**config.mk**
```make
export PLATFORM = sky130hd
export DESIGN_NAME = syst_feed_ctrl
export DESIGN_NICKNAME = d
export VERILOG_FILES = /design/src/rtl/syst_feed_ctrl.sv
export SDC_FILE = /design/constraint.sdc
export NUM_CORES = 1
export LEC_CHECK = 0
export BUFFER_PORTS_ARGS = -buffer_cell sky130_fd_sc_hd__buf_2
export CELL_PAD_IN_SITES_DETAIL_PLACEMENT = 1
export CELL_PAD_IN_SITES_GLOBAL_PLACEMENT = 1
export CORE_MARGIN = 8
export CORE_UTILIZATION = 47
export DETAILED_ROUTE_END_ITERATION = 8
export GPL_TIMING_DRIVEN = 0
export PLACE_DENSITY_LB_ADDON = 0.05
export RECOVER_POWER = 100
export SLEW_MARGIN = 20
export SYNTH_ARGS = -nofsm -noshare
export SYNTH_HDL_FRONTEND = slang
export SYNTH_SLANG_ARGS = --single-unit
```
**constraint.sdc**
```tcl
create_clock -name clk_i -period 5.4 [get_ports clk_i]
set_input_delay 0.27 -clock clk_i [delete_from_list [all_inputs] [get_ports clk_i]]
set_output_delay 0.27 -clock clk_i [all_outputs]
set_load 0.02 [all_outputs]
```
**src/rtl/syst_feed_ctrl.sv**
```systemverilog
// Tile sequencer for the 4x4 systolic array: buffers one operand tile, clears, feeds, drains and
// returns the accumulator row. Define SYST_FEED_CTRL_SKEW_EN to apply diagonal skew in FEED.
module syst_feed_ctrl #(
  parameter int unsigned DATA_W    = 8,
  parameter int unsigned LANES     = 4,
  parameter int unsigned ACC_W     = 20,
  parameter int unsigned DRAIN_CYC = 4
) (
  input  logic                     clk_i,
  input  logic                     rst_i,
  input  logic [LANES*DATA_W-1:0]  s_data_i,
  input  logic                     s_valid_i,
  output logic                     s_ready_o,
  output logic [LANES*DATA_W-1:0]  arr_data_o,
  output logic                     arr_valid_o,
  output logic                     arr_clear_o,
  input  logic [LANES*ACC_W-1:0]   arr_y_i,
  output logic [LANES*ACC_W-1:0]   res_data_o,
  output logic                     res_valid_o,
  input  logic                     res_ready_i,
  output logic                     busy_o
);

  localparam int unsigned CNT_W = $clog2(2 * LANES);
  localparam int unsigned DRN_W = (DRAIN_CYC > 1) ? $clog2(DRAIN_CYC) : 1;
`ifdef SYST_FEED_CTRL_SKEW_EN
  localparam int unsigned FEED_LEN = 2 * LANES - 1;
`else
  localparam int unsigned FEED_LEN = LANES;
`endif
  localparam logic [CNT_W-1:0] FEED_LAST = CNT_W'(FEED_LEN - 1);
  localparam logic [CNT_W-1:0] WORD_LAST = CNT_W'(LANES - 1);
  localparam logic [DRN_W-1:0] DRN_LAST  = DRN_W'(DRAIN_CYC - 1);

  localparam logic [2:0] StIdle  = 3'd0;
  localparam logic [2:0] StLoad  = 3'd1;
  localparam logic [2:0] StClear = 3'd2;
  localparam logic [2:0] StFeed  = 3'd3;
  localparam logic [2:0] StDrain = 3'd4;
  localparam logic [2:0] StOut   = 3'd5;

  logic [2:0]              state_q, state_d;
  logic [CNT_W-1:0]        cnt_q, cnt_d;
  logic [CNT_W-1:0]        t_q, t_d;
  logic [DRN_W-1:0]        drn_q, drn_d;
  logic [LANES*DATA_W-1:0] tile_q [LANES];
  logic [LANES*DATA_W-1:0] arr_data_d;
  logic [LANES*ACC_W-1:0]  res_data_d;
  logic                    ready_st;
  logic                    accept;

  assign ready_st  = (state_q == StIdle) || (state_q == StLoad);
  assign accept    = ready_st & s_valid_i;
  // State resets to IDLE, so ready must also be masked by reset itself.
  assign s_ready_o = ready_st & rst_i;

  always_comb begin
    state_d    = state_q;
    cnt_d      = cnt_q;
    t_d        = t_q;
    drn_d      = drn_q;
    res_data_d = res_data_o;
    case (state_q)
      StIdle: begin
        if (s_valid_i) begin
          cnt_d   = CNT_W'(1);
          state_d = (LANES == 1) ? StClear : StLoad;
          if (LANES == 1) cnt_d = '0;
        end
      end
      StLoad: begin
        if (s_valid_i) begin
          cnt_d = cnt_q + CNT_W'(1);
          if (cnt_q == WORD_LAST) begin
            cnt_d   = '0;
            state_d = StClear;
          end
        end
      end
      StClear: begin
        t_d     = '0;
        state_d = StFeed;
      end
      StFeed: begin
        if (t_q == FEED_LAST) begin
          t_d     = '0;
          drn_d   = '0;
          state_d = StDrain;
        end else begin
          t_d = t_q + CNT_W'(1);
        end
      end
      StDrain: begin
        if (drn_q == DRN_LAST) begin
          drn_d      = '0;
          res_data_d = arr_y_i;
          state_d    = StOut;
        end else begin
          drn_d = drn_q + DRN_W'(1);
        end
      end
      StOut: begin
        if (res_ready_i) state_d = StIdle;
      end
      default: state_d = StIdle;
    endcase
  end

  // Outputs are registered, so they are decoded from the next state and next feed index.
  always_comb begin
    arr_data_d = '0;
    if (state_d == StFeed) begin
`ifdef SYST_FEED_CTRL_SKEW_EN
      for (int k = 0; k < LANES; k++) begin
        for (int j = 0; j < LANES; j++) begin
          if (t_d == CNT_W'(j + k)) begin
            arr_data_d[k*DATA_W +: DATA_W] = tile_q[j][k*DATA_W +: DATA_W];
          end
        end
      end
`else
      for (int j = 0; j < LANES; j++) begin
        if (t_d == CNT_W'(j)) arr_data_d = tile_q[j];
      end
`endif
    end
  end

  always_ff @(posedge clk_i or negedge rst_i) begin
    if (!rst_i) begin
      state_q     <= StIdle;
      cnt_q       <= '0;
      t_q         <= '0;
      drn_q       <= '0;
      arr_data_o  <= '0;
      arr_valid_o <= 1'b0;
      arr_clear_o <= 1'b0;
      res_data_o  <= '0;
      res_valid_o <= 1'b0;
      busy_o      <= 1'b0;
    end else begin
      state_q     <= state_d;
      cnt_q       <= cnt_d;
      t_q         <= t_d;
      drn_q       <= drn_d;
      arr_data_o  <= arr_data_d;
      arr_valid_o <= (state_d == StFeed);
      arr_clear_o <= (state_d == StClear);
      res_data_o  <= res_data_d;
      res_valid_o <= (state_d == StOut);
      busy_o      <= (state_d != StIdle);
    end
  end

  always_ff @(posedge clk_i or negedge rst_i) begin
    if (!rst_i) begin
      for (int i = 0; i < LANES; i++) tile_q[i] <= '0;
    end else begin
      for (int i = 0; i < LANES; i++) begin
        if (accept && (cnt_q == CNT_W'(i))) tile_q[i] <= s_data_i;
      end
    end
  end

endmodule

```
==> impl_metrics.yaml, run 1 <==
final_layout:
  nFillCells: 2286
  regArea_um2: 6380
  final_common_cell: "dfrtp_1"
  layout-drive-gt1-share_pct: 33.0
  final_cell_area_um2: 13300
  syn2layout_area_growth_pct: 28.7
  multiInputGateArea_um2: 3580
  fin_nets: 1217
  final_cell_mix: "dfrtp_1, mux2_2, clkbuf_1"
global_routing:
  grt_pass1_wl_mm: 49.5
  gr-usage-all-layers_pct: 23.5
  grt_max_degree: 95
  antenna_found_initial: 3
  grt_pass1_vias: 8501
  overflow: 0
sta:
  period_share_pct: 67.6
  relSlewSlack_pct: -66.8
  clock_skew_ns: 0.0219
  slew_violations: 93
  hold_violations: 0
  fin_crit_ns: 3.65
  rsz0062_at_grt: "false"
  finalHoldWorstSlack_ns: 0.0143
  tightestPinTransition_ns: 2.50
  setup_violations: 0
  fmax_ghz: 0.274
clock_network:
  ctsHoldBuffers: 78
  clock_sinks: 255
  ctsResizeCount: 0
  clock_latency_ns: 0.53
  cts_buffers: 27
  post-cts-setup-buffers: 0
  ctsHtreeMaxLevel: 1
  cts-root-buf: "clkbuf_16"
  cts_tree: "done"
  clkTransAtPathRegs_ns: 0.06
  ctsLongestPathBuffers: 3
placement:
  place_area_um2: 11900
  place.detailed.hpwl_mm: 19.2
  place.gp.congestion: 0.763
  portBuffers: 232
worst_hold_path:
  holdPathStages: 2
  min_to: "tile_q[126]"
  min_path_type: "primary input to flop"
  min_from: "s_data_i[30]"
drt:
  drc: 0
  routed_wl_mm: 31.6
  first_iter_violations: 350
  antenna_left: 0
  wl_per_cell_um: 22.6
  num_vias: 7379
  drtPass1Iterations: 4
  viasPerCell: 5.29
worst_setup_path:
  worst-path-buf-inv: 4
  r2r_cells: 9
  critPathLaunchType: "primary input"
  required_ns: 5.13
  path_class: "primary input to output pin"
  crit_family: "buffers and inverters"
  cp_max_fo: 94
  path_cells: "dlygate4sd3_1, clkbuf_2, buf_16, and2_1, buf_2"
  critPathCaptureType: "output pin"
  timing.rr.end: "arr_data_o[12]"
  crit_path_top_delay_cell: "clkbuf_2"
  timing.rr.start: "state_q[1]"
  rrSetupSlack_ns: 2.54
  crit_arrival_ns: 3.38
  slowest_delay_ns: 1.78
run_status:
  violations: "max-capacitance violations, max-slew violations"
  outcome: "complete, but fails checks"
run:
  max-cap-violations: 1
die:
  die_w_um: 165
  initial_core_util_pct: 47.7
  dieHeight_um: 165
  die-area_um2: 27100
  coreArea_um2: 21800
  io_pins: 233
  rows: 54
pwr:
  leakage_nw: 6.27
  power_density_nw_per_um2: 512
  ir_drop_mv: 0.395
synthesis:
  ys_types: 37
  ys_seq_area_share_pct: 61.5
  synth_cells: 754
  async_reset_ff_share_pct: 100
  ys_seq_elements: 255
  synth_top_area_share_pct: 61.5
  dominantRegCellSynth: "dfrtp_1"
  yosysWarningCount: 0
  synth_edf_count: 0
  yosys.area.top_type: "dfrtp_1"
  syn_nets: 876
  syn_avg_cell_area_um2: 13.8
  synthTopCellsByArea: "dfrtp_1, mux2_2, a221oi_1"
  syn_area_um2: 10400
power breakdown:
| group | total, mW | internal [mW] | leakage (nW) | switching, mW |
|---|---|---|---|---|
| registers | 2.82 | 2.53 | 3.27 | 0.298 |
| logic | 2.18 | 0.936 | 2.59 | 1.25 |
| clock network | 1.82 | 1.06 | 0.420 | 0.757 |
| total | 6.83 | 4.53 | 6.27 | 2.30 |
worst max-delay path by stage:
stage,startpoint,end,slack [ns],cells past startpoint
2_1_floorplan,cnt_q[0],tile_q[10],3.55,6
3_3_place_gp,rst_i,tile_q[23],-0.68,1
3_5_place_dp,t_q[1],arr_data_o[27],3.02,6
4_1_cts,rst_i,s_ready_o,2.85,5
5_1_grt,rst_i,s_ready_o,1.34,5
6_report,rst_i,s_ready_o,1.75,5
sequential cells by signal (all words and copies together), names as in the netlist:
register	count
cnt_q	3
arr_data_o	32
res_valid_o	1
busy_o	1
arr_valid_o	1
state_q	3
tile_q	128
drn_q	2
arr_clear_o	1
t_q	3
res_data_o	80
cell type report:
cell class / instances / area share [%]
flip-flops and latches: 255 / 47.8
multi-input cells: 417 / 26.8
repair buffers: 312 / 13.9
clock buffers: 37 / 5.65
well taps: 280 / 2.63
plain buffers: 46 / 1.42
inverters: 36 / 1.01
clock inverters: 9 / 0.732
diodes: 2 / 0.0375
metrics by stage:
stage | setup slack (ns) | setup TNS, ns | cells | util, % | power [mW]
after floorplan | 3.55 | 0 | 754 | - | 4.31
after CTS | 2.85 | 0 | 1392 | 62.4 | 6.93
after global placement | -0.676 | -167.00 | 1266 | 54.6 | 4.96
final | 1.75 | 0 | 1394 | 61.3 | 6.83
after detailed placement | 3.02 | 0 | 1268 | 54.9 | 5.04
after global routing | 1.34 | 0 | 1394 | 61.3 | 7.25
cell families (layout without fill, tap and decap cells):
logic type / after synthesis / after routing / share of synthesized area [%]
buf+inv: 82 / 440 / 3.66
simple gates: 81 / 81 / 3.63
compound gates: 119 / 119 / 7.57
other cells: 0 / 2 / 0
xor+xnor: 1 / 1 / 0.0845
fa+ha+maj: 6 / 6 / 0.724
mux: 210 / 210 / 22.8
flops: 255 / 255 / 61.5
metal layers:
layer,wire (µm),part of all wire [%],track usage [%]
met1,13100,41,29.4
met4,708,2.2,7.04
met5,13,0.041,0
met3,1830,5.8,3.91
met2,15900,50,41.1
Yosys cell counts (all sizes together) (3+ instances only):
| cell | number |
|---|---|
| and2 | 5 |
| dfrtp | 255 |
| nor3b | 3 |
| a21oi | 40 |
| nand2 | 47 |
| nand2b | 3 |
| inv | 36 |
| nor2b | 4 |
| nand3 | 4 |
| ha | 6 |
| mux2 | 209 |
| clkbuf | 10 |
| a221oi | 31 |
| o21ai | 40 |
| nor2 | 8 |
| buf | 36 |
No activity file was read; power rests on OpenSTA's default activity.
==> inputs of run 2 (changes only) <==
--- a/config.mk
+++ b/config.mk
@@ -9,7 +9,7 @@
 export CELL_PAD_IN_SITES_DETAIL_PLACEMENT = 1
 export CELL_PAD_IN_SITES_GLOBAL_PLACEMENT = 1
 export CORE_MARGIN = 8
-export CORE_UTILIZATION = 47
+export CORE_UTILIZATION = 39
 export DETAILED_ROUTE_END_ITERATION = 8
 export GPL_TIMING_DRIVEN = 0
 export PLACE_DENSITY_LB_ADDON = 0.05
==> constraint.sdc (replaced) <==
create_clock -name clk_i -period 3.1 [get_ports clk_i]
set_input_delay 0.155 -clock clk_i [delete_from_list [all_inputs] [get_ports clk_i]]
set_output_delay 0.155 -clock clk_i [all_outputs]
set_load 0.02 [all_outputs]
==> impl_metrics.yaml, run 2 (same netlist as run 1, synthesis figures left out) <==
final_layout:
  largest_register: "tile_q"
  final_common_cell: "dfrtp_1"
  syn2layout_area_growth_pct: 33.9
  top_regs: "tile_q (128), res_data_o (80), arr_data_o (32)"
  fin_util_pct: 53.3
  final_cell_area_um2: 13900
  largest_register_ffs: 128
  fin_cells: 1489
  final_cell_mix: "dfrtp_1, mux2_2, clkbuf_1"
  layout-drive-gt1-share_pct: 33.3
  nFillCells: 2766
  fin_nets: 1254
placement:
  dp_cells: 1323
  portBuffers: 232
  place_area_um2: 12000
  place.gp.congestion: 0.725
  place.detailed.hpwl_mm: 19.1
worst_setup_path:
  critPathLaunchType: "flop"
  rrSetupSlack_ns: 0.59
  required_ns: 3.51
  critPathCaptureType: "flop"
  startpoint: "state_q[0]"
  path_class: "flop to flop"
  endpoint: "res_data_o[34]"
  crit_arrival_ns: 2.92
  timing.rr.end: "res_data_o[34]"
  r2r_cells: 6
  cp_max_fo: 10
  timing.rr.start: "state_q[0]"
die:
  coreArea_um2: 26100
  die-area_um2: 32100
  dieHeight_um: 179
  rows: 59
  die_w_um: 179
  initial_core_util_pct: 39.8
  io_pins: 233
sta:
  fmax_ghz: 0.398
  fin_crit_ns: 2.51
  relSlewSlack_pct: 15.3
  period_share_pct: 81.1
  clock_skew_ns: 0.00489
  setup_violations: 0
  tightestPinTransition_ns: 1.27
  slew_violations: 0
  hold_violations: 0
  setup_tns_ns: 0
  rsz0062_at_grt: "false"
global_routing:
  grt_pass1_wl_mm: 46.7
  grt_pass1_vias: 8224
  antenna_found_initial: 2
  overflow: 0
  grt_max_degree: 94
  gr-usage-all-layers_pct: 18.4
clock_network:
  cts_buffers: 28
  cts-root-buf: "clkbuf_16"
  clkTransAtPathRegs_ns: 0.06
  ctsHtreeMaxLevel: 1
  ctsLongestPathBuffers: 3
  post-cts-setup-buffers: 0
  clock_sinks: 255
  cts_tree: "done"
  ctsResizeCount: 0
  clock_latency_ns: 0.54
drt:
  viasPerCell: 4.93
  first_iter_violations: 211
  drc: 0
  routed_wl_mm: 29.5
  num_vias: 7339
  antenna_left: 0
  wl_per_cell_um: 19.8
  drtPass1Iterations: 4
pwr:
  ir_drop_mv: 0.400
  leakage_nw: 6.47
  power_density_nw_per_um2: 874
worst_hold_path:
  min_path_type: "primary input to flop"
run:
  max-cap-violations: 0
run_status:
  outcome: "finished, final reports clean"
## run 2: cell count changes in the layout (fill, tap and decap cells not counted), moves of 2 or more
cell / before / now
dlygate4sd3_1: 78 / 114
clkbuf_16: 27 / 29
mux2_1: 13 / 3
mux2_2: 196 / 206
clkinv_2: 6 / 4
clkbuf_8: 4 / 7
## run 2: final cells by class
class	count	area [µm²]	share of cell area [%]
Sequential cell	255	6380	46.0
Multi-Input combinational cell	417	3590	25.9
Timing Repair Buffer	348	2200	15.9
Clock buffer	43	848	6.11
Tap cell	335	419	3.02
Buffer	46	195	1.41
Inverter	36	135	0.973
Clock inverter	7	110	0.793
Antenna cell	2	5.00	0.0360
## run 2: worst max-delay path, stage by stage (launching register included)
cell and delay [ns]:
dfrtp_1 0.37, clkbuf_1 0.24, nor3b_1 0.28, and2_0 0.15
clkbuf_1 0.36, clkbuf_1 0.55, mux2_1 0.42
## run 2: stage by stage
step           hold WS [ns]  worst slack [ns]  total power [mW]
6_report             0.0323             0.586              12.1
5_1_grt              0.0261             0.300              13.0
4_1_cts              0.0115             0.586              12.5
3_5_place_dp          0.184             0.654              8.82
3_3_place_gp          0.389             -3.02              8.71
2_1_floorplan        -0.141              1.25              7.51
## run 2: how the worst min path moves through the flow
| stage | slack, ns | end | start | cells past startpoint |
|---|---|---|---|---|
| 3_3_place_gp | 0.39 | res_data_o[6] | arr_y_i[6] | 2 |
| 4_1_cts | 0.01 | cnt_q[1] | s_valid_i | 3 |
| 5_1_grt | 0.03 | cnt_q[1] | s_valid_i | 3 |
| 3_5_place_dp | 0.18 | res_data_o[61] | rst_i | 1 |
| 6_report | 0.03 | cnt_q[0] | s_valid_i | 3 |
| 2_1_floorplan | -0.14 | arr_clear_o | rst_i | 0 |
## run 2: where the power goes
| group | internal (mW) | leakage [nW] | total [mW] | switching [mW] |
|---|---|---|---|---|
| logic | 1.67 | 2.73 | 3.82 | 2.15 |
| clock network | 2.12 | 0.474 | 3.44 | 1.33 |
| registers | 4.40 | 3.27 | 4.88 | 0.478 |
| total | 8.19 | 6.47 | 12.1 | 3.95 |
## run 2: layer usage
layer / share of wire [%] / GRT usage (%) / up-vias
li1: - / - / 3408
met1: 43 / 23.0 / 3712
met4: 1.9 / 4.72 / 0
met5: 0 / 0 / -
met3: 6.2 / 3.37 / 40
met2: 48 / 32.1 / 179
## run 2: what timing repair did
item / CTS / global route
hold buffers: 114 / 0
endpoints found under the setup margin: 0 / 0
hold endpoints to repair: 283 / 0
